===== src/rtl/scroll_pkg.sv =====
// Shared definitions for the scrolling-message sequencer: FSM state
// encoding, default timing/geometry constants and the anode decode helper.
package scroll_pkg;

  typedef enum logic [1:0] {
    IDLE = 2'd0,
    RUN  = 2'd1,
    HOLD = 2'd2
  } state_t;

  localparam int DEF_TICK_DIV = 8388608;
  localparam int DEF_MUX_DIV  = 65536;
  localparam int DEF_MSG_LEN  = 16;
  localparam int DEF_DIGITS   = 4;

  localparam logic [3:0] ANODE_OFF = 4'b1111;

  // Active-low one-hot anode for a refresh slot; slot 0 is the leftmost
  // digit and maps to anode[3].
  function automatic logic [3:0] anode_for(input logic [1:0] sel);
    return ~(4'b1000 >> sel);
  endfunction

endpackage


===== src/rtl/scroll_ctrl_if.sv =====
// Control/display bundle between the user controls, the sequencer and the
// message ROM + 7-segment decoder. The master side drives run/step/dir,
// the slave side (the sequencer) drives the display addressing outputs.
interface scroll_ctrl_if
  import scroll_pkg::*;
#(
  parameter int MSG_LEN = DEF_MSG_LEN
) ();

  localparam int PW = $clog2(MSG_LEN);

  logic          run;
  logic          step;
  logic          dir;
  logic [PW-1:0] ptr;
  logic [1:0]    digit_sel;
  logic [3:0]    anode;
  logic [PW-1:0] char_addr;
  logic          shift_en;
  logic          wrap;

  modport master (
    output run, step, dir,
    input  ptr, digit_sel, anode, char_addr, shift_en, wrap
  );

  modport slave (
    input  run, step, dir,
    output ptr, digit_sel, anode, char_addr, shift_en, wrap
  );

endinterface


===== src/rtl/scroll_ctrl_tick_gen.sv =====
// Down-counting period generator: counts DIV-1..0 while enabled and reloads,
// asserting tick during the cycle the count reads 0. clr forces the reload
// value so a restart always begins a full period.
module tick_gen #(
  parameter int DIV = 2
) (
  input  logic clk,
  input  logic reset,
  input  logic en,
  input  logic clr,
  output logic tick
);

  localparam int            CW     = $clog2(DIV);
  localparam logic [CW-1:0] RELOAD = CW'(DIV - 1);

  logic [CW-1:0] r_cnt;

  // Period counter: hold at reload when cleared, otherwise count down and wrap.
  always_ff @(posedge clk or posedge reset) begin
    if (reset) begin
      r_cnt <= RELOAD;
    end else if (clr) begin
      r_cnt <= RELOAD;
    end else if (en) begin
      r_cnt <= (r_cnt == {CW{1'b0}}) ? RELOAD : (r_cnt - CW'(1));
    end else begin
      r_cnt <= r_cnt;
    end
  end

  assign tick = en && (r_cnt == {CW{1'b0}});

endmodule


===== src/rtl/scroll_ctrl.sv =====
// Scrolling-message sequencer: IDLE/RUN/HOLD control of the message window
// pointer, scroll-rate and refresh-rate timing, anode multiplexing and the
// per-slot message address.
// Optional feature macro: SCROLL_DIR_EN (when defined, dir selects right
// scrolling; otherwise the window always moves left and dir is unused).
module scroll_ctrl
  import scroll_pkg::*;
#(
  parameter int TICK_DIV = DEF_TICK_DIV,
  parameter int MUX_DIV  = DEF_MUX_DIV,
  parameter int MSG_LEN  = DEF_MSG_LEN,
  parameter int DIGITS   = DEF_DIGITS
) (
  input  logic         clk,
  input  logic         reset,
  scroll_ctrl_if.slave bus
);

  localparam int            PW         = $clog2(MSG_LEN);
  localparam logic [PW-1:0] LAST_IDX   = PW'(MSG_LEN - 1);
  localparam logic [PW:0]   LEN_EXT    = (PW + 1)'(MSG_LEN);
  localparam logic [1:0]    LAST_DIGIT = 2'(DIGITS - 1);

  state_t        r_state;
  state_t        w_state_nxt;
  logic [PW-1:0] r_ptr;
  logic [PW-1:0] w_ptr_nxt;
  logic          w_adv;
  logic          w_wrap_nxt;
  logic [1:0]    r_digit_sel;
  logic [1:0]    w_digit_sel_nxt;
  logic [3:0]    r_anode;
  logic [3:0]    w_anode_nxt;
  logic          r_shift_en;
  logic          r_wrap;
  logic          w_scroll_tick;
  logic          w_mux_tick;
  logic [PW:0]   w_sum;
  logic [PW-1:0] w_char_addr;

  // Scroll timing only runs in RUN; HOLD/IDLE keep it parked at reload so
  // entering RUN always starts a full scroll period.
  tick_gen #(.DIV(TICK_DIV)) u_scroll_tick (
    .clk   (clk),
    .reset (reset),
    .en    (r_state == RUN),
    .clr   (r_state != RUN),
    .tick  (w_scroll_tick)
  );

  // Refresh timing runs whenever the display is lit.
  tick_gen #(.DIV(MUX_DIV)) u_mux_tick (
    .clk   (clk),
    .reset (reset),
    .en    (r_state != IDLE),
    .clr   (r_state == IDLE),
    .tick  (w_mux_tick)
  );

  // Next-state and advance request; a falling run beats a pending scroll
  // tick, and run beats step in HOLD.
  always_comb begin
    w_state_nxt = r_state;
    w_adv       = 1'b0;
    case (r_state)
      IDLE: begin
        if (bus.run) begin
          w_state_nxt = RUN;
        end else if (bus.step) begin
          w_state_nxt = HOLD;
        end else begin
          w_state_nxt = IDLE;
        end
      end
      RUN: begin
        if (!bus.run) begin
          w_state_nxt = HOLD;
        end else begin
          w_state_nxt = RUN;
          w_adv       = w_scroll_tick;
        end
      end
      HOLD: begin
        if (bus.run) begin
          w_state_nxt = RUN;
        end else begin
          w_state_nxt = HOLD;
          w_adv       = bus.step;
        end
      end
      default: begin
        w_state_nxt = IDLE;
        w_adv       = 1'b0;
      end
    endcase
  end

  // Pointer advance with compare-and-wrap in the selected direction.
  always_comb begin
    w_ptr_nxt  = r_ptr;
    w_wrap_nxt = 1'b0;
    if (w_adv) begin
`ifdef SCROLL_DIR_EN
      if (bus.dir) begin
        if (r_ptr == {PW{1'b0}}) begin
          w_ptr_nxt  = LAST_IDX;
          w_wrap_nxt = 1'b1;
        end else begin
          w_ptr_nxt  = r_ptr - PW'(1);
          w_wrap_nxt = 1'b0;
        end
      end else if (r_ptr == LAST_IDX) begin
        w_ptr_nxt  = {PW{1'b0}};
        w_wrap_nxt = 1'b1;
      end else begin
        w_ptr_nxt  = r_ptr + PW'(1);
        w_wrap_nxt = 1'b0;
      end
`else
      if (r_ptr == LAST_IDX) begin
        w_ptr_nxt  = {PW{1'b0}};
        w_wrap_nxt = 1'b1;
      end else begin
        w_ptr_nxt  = r_ptr + PW'(1);
        w_wrap_nxt = 1'b0;
      end
`endif
    end else begin
      w_ptr_nxt  = r_ptr;
      w_wrap_nxt = 1'b0;
    end
  end

`ifndef SCROLL_DIR_EN
  logic w_unused_dir;
  assign w_unused_dir = bus.dir;
`endif

  // Refresh slot and its anode; the anode follows the next state/slot so
  // both registers change together.
  always_comb begin
    w_digit_sel_nxt = r_digit_sel;
    if (r_state == IDLE) begin
      w_digit_sel_nxt = 2'd0;
    end else if (w_mux_tick) begin
      w_digit_sel_nxt = (r_digit_sel == LAST_DIGIT) ? 2'd0 : (r_digit_sel + 2'd1);
    end else begin
      w_digit_sel_nxt = r_digit_sel;
    end
    if (w_state_nxt == IDLE) begin
      w_anode_nxt = ANODE_OFF;
    end else begin
      w_anode_nxt = anode_for(w_digit_sel_nxt);
    end
  end

  // Sequencer state and registered display outputs.
  always_ff @(posedge clk or posedge reset) begin
    if (reset) begin
      r_state     <= IDLE;
      r_ptr       <= {PW{1'b0}};
      r_digit_sel <= 2'd0;
      r_anode     <= ANODE_OFF;
      r_shift_en  <= 1'b0;
      r_wrap      <= 1'b0;
    end else begin
      r_state     <= w_state_nxt;
      r_ptr       <= w_ptr_nxt;
      r_digit_sel <= w_digit_sel_nxt;
      r_anode     <= w_anode_nxt;
      r_shift_en  <= w_adv;
      r_wrap      <= w_wrap_nxt;
    end
  end

  // Visible character address: one add, then one conditional subtract.
  always_comb begin
    w_sum = {1'b0, r_ptr} + {{(PW-1){1'b0}}, r_digit_sel};
    if (w_sum >= LEN_EXT) begin
      w_char_addr = PW'(w_sum - LEN_EXT);
    end else begin
      w_char_addr = PW'(w_sum);
    end
  end

  assign bus.ptr       = r_ptr;
  assign bus.digit_sel = r_digit_sel;
  assign bus.anode     = r_anode;
  assign bus.char_addr = w_char_addr;
  assign bus.shift_en  = r_shift_en;
  assign bus.wrap      = r_wrap;

endmodule


===== src/flat_wrapper.sv =====
// flat-port wrapper written by rule: the top's interface ports become plain ports
module scroll_ctrl_flat import scroll_pkg::*;
#(
  parameter int TICK_DIV = DEF_TICK_DIV,
  parameter int MUX_DIV  = DEF_MUX_DIV,
  parameter int MSG_LEN  = DEF_MSG_LEN,
  parameter int DIGITS   = DEF_DIGITS
)
  (clk, reset, bus_run, bus_step, bus_dir, bus_ptr, bus_digit_sel, bus_anode, bus_char_addr, bus_shift_en, bus_wrap);
  scroll_ctrl_if #(.MSG_LEN(MSG_LEN)) bus_i ();
  input  logic clk;
  input  logic reset;
  input wire logic [$bits(bus_i.run)-1:0] bus_run;
  input wire logic [$bits(bus_i.step)-1:0] bus_step;
  input wire logic [$bits(bus_i.dir)-1:0] bus_dir;
  output wire logic [$bits(bus_i.ptr)-1:0] bus_ptr;
  output wire logic [$bits(bus_i.digit_sel)-1:0] bus_digit_sel;
  output wire logic [$bits(bus_i.anode)-1:0] bus_anode;
  output wire logic [$bits(bus_i.char_addr)-1:0] bus_char_addr;
  output wire logic [$bits(bus_i.shift_en)-1:0] bus_shift_en;
  output wire logic [$bits(bus_i.wrap)-1:0] bus_wrap;
  assign bus_i.run = bus_run;
  assign bus_i.step = bus_step;
  assign bus_i.dir = bus_dir;
  assign bus_ptr = bus_i.ptr;
  assign bus_digit_sel = bus_i.digit_sel;
  assign bus_anode = bus_i.anode;
  assign bus_char_addr = bus_i.char_addr;
  assign bus_shift_en = bus_i.shift_en;
  assign bus_wrap = bus_i.wrap;
  scroll_ctrl #(.TICK_DIV(TICK_DIV), .MUX_DIV(MUX_DIV), .MSG_LEN(MSG_LEN), .DIGITS(DIGITS)) u_core (.clk(clk), .reset(reset), .bus(bus_i));
endmodule

===== config.mk =====
export PLATFORM = sky130hd
export DESIGN_NAME = scroll_ctrl_flat
export DESIGN_NICKNAME = d
export VERILOG_FILES = /design/src/rtl/scroll_pkg.sv /design/src/rtl/scroll_ctrl_if.sv /design/src/rtl/scroll_ctrl_tick_gen.sv /design/src/rtl/scroll_ctrl.sv /design/src/flat_wrapper.sv
export SDC_FILE = /design/constraint.sdc
export NUM_CORES = 1
export LEC_CHECK = 0
export BUFFER_PORTS_ARGS = -buffer_cell sky130_fd_sc_hd__buf_2
export CORE_UTILIZATION = 59
export DETAILED_ROUTE_END_ITERATION = 8
export PLACE_DENSITY = 0.88
export SETUP_SLACK_MARGIN = 0.4
export SYNTH_ARGS = -nofsm -noshare
export SYNTH_HDL_FRONTEND = slang
export SYNTH_SLANG_ARGS = --single-unit

===== constraint.sdc =====
create_clock -name clk -period 3.2 [get_ports clk]
set_clock_uncertainty 0.2 [all_clocks]
set_input_delay 0.48 -clock clk [delete_from_list [all_inputs] [get_ports clk]]
set_output_delay 0.48 -clock clk [all_outputs]
set_load 0.05 [all_outputs]

# Word-level counts from Yosys, hierarchy flattened
# Index checks and enable logic that the tools add are counted.
# Widths: inputs -> output; s select.
[totals]
rom_bits = 0
mem_bits_rw = 0
mem_count = 0
output_inout_bits = 16
latchBits = 0
elab_cells = 53
regBits = 53
[op_classes]
n_div = 0
n_mul = 0
n_reduce_logical = 10
n_addsub = 6
eq_ne = 5
order_cmp = 1
n_bitwise = 1
mux = 21
n_shift = 1
[ops]
columns = ["op", "n"]
rows = [
  ["$mux 23", 3],
  ["$mux 16", 3],
  ["$logic_not 23->1", 1],
  ["$sub 23x1->23 const B", 1],
  ["$logic_not 16->1", 1],
  ["$sub 16x1->16 const B", 1],
  ["$mux 2", 6],
  ["$mux 4", 3],
  ["$reduce_bool 2->1", 3],
  ["$add 4x2->5", 1],
  ["$ge 5x5->1 const B", 1],
  ["$add 4x1->4 const B", 1],
  ["$eq 2x2->1 const B", 2],
  ["$eq 4x4->1 const B", 1],
  ["$logic_not 2->1", 2],
  ["$mux 1", 4],
  ["$not 4->4", 1],
  ["$pmux 2 s2", 1],
  ["$shr 4x2->4 const A", 1],
  ["$sub 4x1->4 const B", 1],
  ["$add 2x1->2 const B", 1],
  ["$eq 2x1->1 const B", 1],
  ["$logic_and 1x1->1", 2],
  ["$ne 2x1->1 const B", 1],
  ["other kinds (2)", 2],
]

# Depth between registers and ports, before layout
[logic_depth]
ltp_word = 7
ltp_mapped = 7

# By module
# From an unflattened synthesis, not the netlist that was laid out.
[unflattened]
cells_unflattened = 301
hier_area_um2 = 3035.4
[modules_own_cells]
columns = ["module", "seq_area_each_um2", "instances", "area_each_um2", "cells_each"]
rows = [
  ["tick_gen (u_core.u_scroll_tick)", 604.3, 1, 1363.8, 139],
  ["tick_gen (u_core.u_mux_tick)", 420.4, 1, 869.6, 90],
  ["scroll_ctrl", 355.3, 1, 802.0, 72],
]

# Least setup slack after synthesis
# OpenSTA, ideal clock, no wires.
[synth_timing]
path_kind = "flip-flop to output port"
from = "register u_core.r_ptr[0], in the netlist u_core.bus.ptr[0]"
to = "output bus_char_addr[2]"
arrival_time_ps = 2181
path_stages_with_launch = 5
path_buffers = 0
slack_ps = 339
path_cell_list = "dfrtp_1 > ha_1 > inv_1 > fa_1 > xnor2_1"
[synth_via]
elab_chain_len = 3
word_cells_on_any_way = 4
cone_classes = "add/sub (2); order compare (1); mux (1)"
[synth_rtl]
columns = ["item", "line", "rtl"]
rows = [
  ["from (decl)", "scroll_ctrl.sv:26", "logic [PW-1:0] r_ptr;"],
  ["from (signal assigned)", "scroll_ctrl.sv:161", "r_ptr <= {PW{1'b0}};"],
  ["from (signal assigned)", "scroll_ctrl.sv:168", "r_ptr <= w_ptr_nxt;"],
  ["$add 4x2->5 *", "scroll_ctrl.sv:178", "w_sum = {1'b0, r_ptr} + {{(PW-1){1'b0}}, r_digit_sel};"],
  ["$sub 4x1->4 / $ge 5x5->1 (equally long branches)", "scroll_ctrl.sv:180, scroll_ctrl.sv:179", ""],
  ["$mux 4 *", "scroll_ctrl.sv:179", "if (w_sum >= LEN_EXT) begin"],
  ["to (decl)", "flat_wrapper.sv:19", "output wire logic [$bits(bus_i.char_addr)-1:0] bus_char_addr;"],
]
# Mark *: on every way between the ends. The rest lies on a longest branch, timed or not.

# Final worst setup path
[layout_timing]
from = "register u_core.u_scroll_tick.r_cnt[8]"
to = "register u_core.u_scroll_tick.r_cnt[21]"
[layout_via]
elab_chain_len = 4
word_cells_on_any_way = 5
cone_classes = "add/sub (1); mux (3); reduce/logical (1)"
[layout_rtl]
columns = ["item", "line", "rtl"]
rows = [
  ["from (decl)", "scroll_ctrl_tick_gen.sv:17", "logic [CW-1:0] r_cnt;"],
  ["from (signal assigned)", "scroll_ctrl_tick_gen.sv:26", "r_cnt <= (r_cnt == {CW{1'b0}}) ? RELOAD : (r_cnt - CW'(1));"],
  ["from (signal assigned)", "scroll_ctrl_tick_gen.sv:28", "r_cnt <= r_cnt;"],
  ["$sub 23x1->23 / $logic_not 23->1 (equally long branches)", "scroll_ctrl_tick_gen.sv:26", ""],
  ["$mux 23 *", "scroll_ctrl_tick_gen.sv:26", ""],
  ["$mux 23 *", "scroll_ctrl_tick_gen.sv:25", "end else if (en) begin"],
  ["$mux 23 *", "scroll_ctrl_tick_gen.sv:23", "end else if (clr) begin"],
]
# Mark *: on every way between the ends. The rest lies on a longest branch, timed or not. The select of a mux whose other input is x is not followed.
# A chain may end at the register's enable or synchronous reset.

==> flow_results.xml <==
<?xml version="1.0" encoding="UTF-8"?>
<metrics>
  <group name="timing">
    <metric name="finalSetupViolations" unit="">0</metric>
    <metric name="fin_crit_sh" unit="%">84.1</metric>
    <metric name="timing.final.crit_period" unit="ns">2.69</metric>
    <metric name="setup_tns" unit="ns">0</metric>
    <metric name="timing.slew.headroom" unit="%">43.2</metric>
    <metric name="peak_freq" unit="MHz">372</metric>
    <metric name="worst_pin_slew" unit="ns">0.851</metric>
    <metric name="hold_violations" unit="">0</metric>
    <metric name="maxSlewViolCount" unit="">0</metric>
    <metric name="grt_setup_unrepaired" unit="">no</metric>
  </group>
  <group name="clock_tree">
    <metric name="cts-root-to-sink-buffers" unit="">2</metric>
    <metric name="post_cts_buffers" unit="">0</metric>
    <metric name="tritoncts_sink_count" unit="">53</metric>
    <metric name="cts_inserted_buffers" unit="">5</metric>
    <metric name="worst_skew_pair.late_latency" unit="ns">0.31</metric>
    <metric name="ctsHoldBuffers" unit="">0</metric>
    <metric name="root_buffer_cell" unit="">sky130_fd_sc_hd__clkbuf_8</metric>
    <metric name="htree_num_levels" unit="">2</metric>
    <metric name="gates_resized_cts_repair" unit="">0</metric>
    <metric name="clkSlewWorstSetupHoldPaths" unit="ns">0.10</metric>
    <metric name="clock_tree_from_tritoncts" unit="">done</metric>
  </group>
  <group name="floorplanning">
    <metric name="die_area" unit="mm2">0.00480</metric>
    <metric name="starting_density_of_the_core" unit="%">61.4</metric>
    <metric name="die_width" unit="um">69.3</metric>
    <metric name="i_o_pin_total" unit="">21</metric>
    <metric name="row_count" unit="">24</metric>
    <metric name="core" unit="mm2">0.00435</metric>
    <metric name="die_h" unit="um">69.3</metric>
  </group>
  <group name="worst_setup_path">
    <metric name="cp_max_fo" unit="">23</metric>
    <metric name="crit_path_end_kind" unit="">flop</metric>
    <metric name="setup.worst_path.class" unit="">reg -&gt; reg</metric>
    <metric name="crit_path_start_kind" unit="">flop</metric>
    <metric name="critPathArrivalTime" unit="ns">2.72</metric>
    <metric name="required" unit="ns">3.23</metric>
  </group>
  <group name="grt">
    <metric name="grt_pass1_vias" unit="">1863</metric>
    <metric name="grt_pass1_wl" unit="um">8480</metric>
    <metric name="globalRouteTotalUtil" unit="%">21.8</metric>
    <metric name="pin_count_of_the_biggest_net_entering_global_routing" unit="">44</metric>
    <metric name="grt_antenna_before_repair" unit="">0</metric>
    <metric name="globalRouteOverflowTotal" unit="">0</metric>
  </group>
  <group name="routing">
    <metric name="wl_per_cell" unit="um">14.5</metric>
    <metric name="drc" unit="">0</metric>
    <metric name="post_drt_via_cell_ratio" unit="">5.69</metric>
    <metric name="drtPass1Iterations" unit="">4</metric>
    <metric name="num_vias" unit="">1861</metric>
    <metric name="drt-total-wl" unit="um">4740</metric>
    <metric name="detail_route.iter0.violations" unit="">117</metric>
    <metric name="ant_nets" unit="">0</metric>
  </group>
  <group name="synth">
    <metric name="synth_xor_area_share" unit="%">10.2</metric>
    <metric name="synth_top_area_share" unit="%">42.3</metric>
    <metric name="ys_top_cells_by_count" unit="">sky130_fd_sc_hd__nand2_1 (45), sky130_fd_sc_hd__dfstp_2 (43), sky130_fd_sc_hd__xor2_1 (17)</metric>
    <metric name="netlist.top_cell.by_area" unit="">sky130_fd_sc_hd__dfstp_2</metric>
    <metric name="syn_inst_count" unit="">250</metric>
    <metric name="post_synth_num_cell_types" unit="">39</metric>
    <metric name="synth_enable_flop_cells" unit="">0</metric>
    <metric name="yosys.area_share.adder" unit="%">6.37</metric>
    <metric name="synth_top_family_by_area" unit="">simple AND/OR/NAND/NOR gates</metric>
    <metric name="syn_avg_cell_area" unit="um2">10.7</metric>
    <metric name="synth_area" unit="mm2">0.00267</metric>
    <metric name="synthesis.yosys.warnings" unit="">0</metric>
    <metric name="synthesized_area_fraction_occupied_by_and_or_nand_nor_cells" unit="%">21.4</metric>
    <metric name="synth_mux_area_share" unit="%">1.17</metric>
    <metric name="synth_seq_area_share" unit="%">51.7</metric>
    <metric name="synth_compound_gate_area_share" unit="%">6.04</metric>
    <metric name="largest_cells_by_area_after_synthesis" unit="">sky130_fd_sc_hd__dfstp_2 (42%), sky130_fd_sc_hd__dfrtp_1 (9.4%), sky130_fd_sc_hd__nand2_1 (6.3%)</metric>
    <metric name="ys_seq_elements" unit="">53</metric>
    <metric name="syn-num-nets" unit="">268</metric>
    <metric name="ys_async_sr_fraction" unit="%">100</metric>
    <metric name="yosys_most_used_dff" unit="">sky130_fd_sc_hd__dfstp_2</metric>
    <metric name="yosysMostFrequentCell" unit="">sky130_fd_sc_hd__nand2_1</metric>
  </group>
  <group name="cells_and_area">
    <metric name="drive_above_1_share" unit="%">29.5</metric>
    <metric name="count_of_antenna_diodes_in_the_layout" unit="">0</metric>
    <metric name="finish.net_count" unit="">292</metric>
    <metric name="final_cell_area" unit="mm2">0.00294</metric>
    <metric name="area_growth" unit="%">10.2</metric>
  </group>
  <group name="power">
    <metric name="totalPowerFinal" unit="uW">1850</metric>
    <metric name="power-per-cell-area" unit="mW/mm2">630</metric>
    <metric name="power.leakage" unit="uW">0.00111</metric>
    <metric name="vdd_drop_max" unit="uV">306</metric>
  </group>
  <group name="run">
    <metric name="maxCapViolations" unit="">0</metric>
  </group>
  <group name="placed_design">
    <metric name="dpl-instance-area" unit="mm2">0.00283</metric>
    <metric name="io_buffers" unit="">19</metric>
    <metric name="globalplace.congestion" unit="">0.736</metric>
    <metric name="dpl.hpwl" unit="um">3270</metric>
  </group>
  <group name="run_status">
    <metric name="status" unit="">finished, final reports clean</metric>
  </group>
  <group name="hold_path">
    <metric name="hold_path_class" unit="">in -&gt; async</metric>
  </group>
</metrics>
sequential cells by signal, summed over array words and instances, names as in the netlist:
name,flops
u_core.bus.anode,4
u_core.bus.digit_sel,2
u_core.bus.ptr,4
u_core.bus.shift_en,1
u_core.bus.wrap,1
u_core.r_state,2
u_core.u_mux_tick.r_cnt,16
u_core.u_scroll_tick.r_cnt,23
worst max-delay path: stages, from the launching register on:
cell and delay [ns]:
sky130_fd_sc_hd__dfstp_2 0.40, sky130_fd_sc_hd__or4_4 0.57, sky130_fd_sc_hd__or4_4 0.57, sky130_fd_sc_hd__o41a_2 0.70
sky130_fd_sc_hd__o211ai_1 0.17
where the power goes:
group / internal (uW) / total, uW / switching [uW]
clock network: 234 / 456 / 222
logic: 167 / 571 / 404
registers: 757 / 827 / 69.8
final timing paths:
check | endpoint | slack, ns | depth (start not counted) | startpoint
max | u_core.u_scroll_tick.r_cnt[21] | 0.51 | 4 | u_core.u_scroll_tick.r_cnt[8]
min | u_core.r_state[0] | 0.15 | 2 | reset
max reg2reg | u_core.u_scroll_tick.r_cnt[21] | 0.51 | 4 | u_core.u_scroll_tick.r_cnt[8]
min reg2reg | u_core.u_scroll_tick.r_cnt[0] | 0.27 | 1 | u_core.u_scroll_tick.r_cnt[0]
max in group asynchronous | u_core.u_scroll_tick.r_cnt[4] | 1.91 | 3 | reset
min in group clk | u_core.u_scroll_tick.r_cnt[0] | 0.27 | 1 | u_core.u_scroll_tick.r_cnt[0]
layout by cell type (no fill, tap or decap), types with 4 or more instances in the layout:
| cell | count |
|---|---|
| sky130_fd_sc_hd__nand2_1 | 45 |
| sky130_fd_sc_hd__dfstp_2 | 43 |
| sky130_fd_sc_hd__buf_2 | 19 |
| sky130_fd_sc_hd__xor2_1 | 17 |
| sky130_fd_sc_hd__inv_1 | 13 |
| sky130_fd_sc_hd__xnor2_1 | 13 |
| sky130_fd_sc_hd__nor2_1 | 12 |
| sky130_fd_sc_hd__ha_1 | 12 |
| sky130_fd_sc_hd__nand3_1 | 10 |
| sky130_fd_sc_hd__dfrtp_1 | 10 |
| sky130_fd_sc_hd__or4_1 | 7 |
| sky130_fd_sc_hd__or3_1 | 7 |
| sky130_fd_sc_hd__nor4_1 | 6 |
| sky130_fd_sc_hd__nand2b_1 | 5 |
| sky130_fd_sc_hd__o21ai_0 | 5 |
| sky130_fd_sc_hd__clkbuf_8 | 5 |
| sky130_fd_sc_hd__nand3b_1 | 4 |
logic make-up (layout without fill, tap and decap cells):
family / count (synthesis) / count (layout)
flops: 53 / 53
xor+xnor: 31 / 31
mux: 3 / 3
simple gates: 110 / 110
fa+ha+maj: 13 / 13
buf+inv: 19 / 44
compound gates: 21 / 21
routing by layer:
layer / global-route usage (%) / up-vias / part of all wire [%]
met3: 3.92 / 8 / 2.3
li1: - / 906 / -
met5: 0 / - / 0
met2: 37.5 / 31 / 51
met4: 7.48 / 0 / 1.4
met1: 27.8 / 916 / 45
area by class of cell:
cell class / count / area, um2
well taps: 52 / 65.1
repair buffers: 22 / 118
flip-flops and latches: 53 / 1380
clock inverters: 3 / 46.3
inverters: 14 / 52.6
fillers: 335 / 1410
clock buffers: 5 / 68.8
multi-input cells: 178 / 1210
stage by stage:
step,setup WS [ns],util (%),hold slack (ns),cells
floorplan,0.579,-,0.236,250
global placement,0.477,64.9,0.248,319
detailed placement,0.413,64.9,0.253,319
CTS,0.415,67.6,0.158,327
global route,0.439,67.6,0.218,327
finish,0.508,67.6,0.146,327
Note: power is estimated with default switching activity, not from simulation.
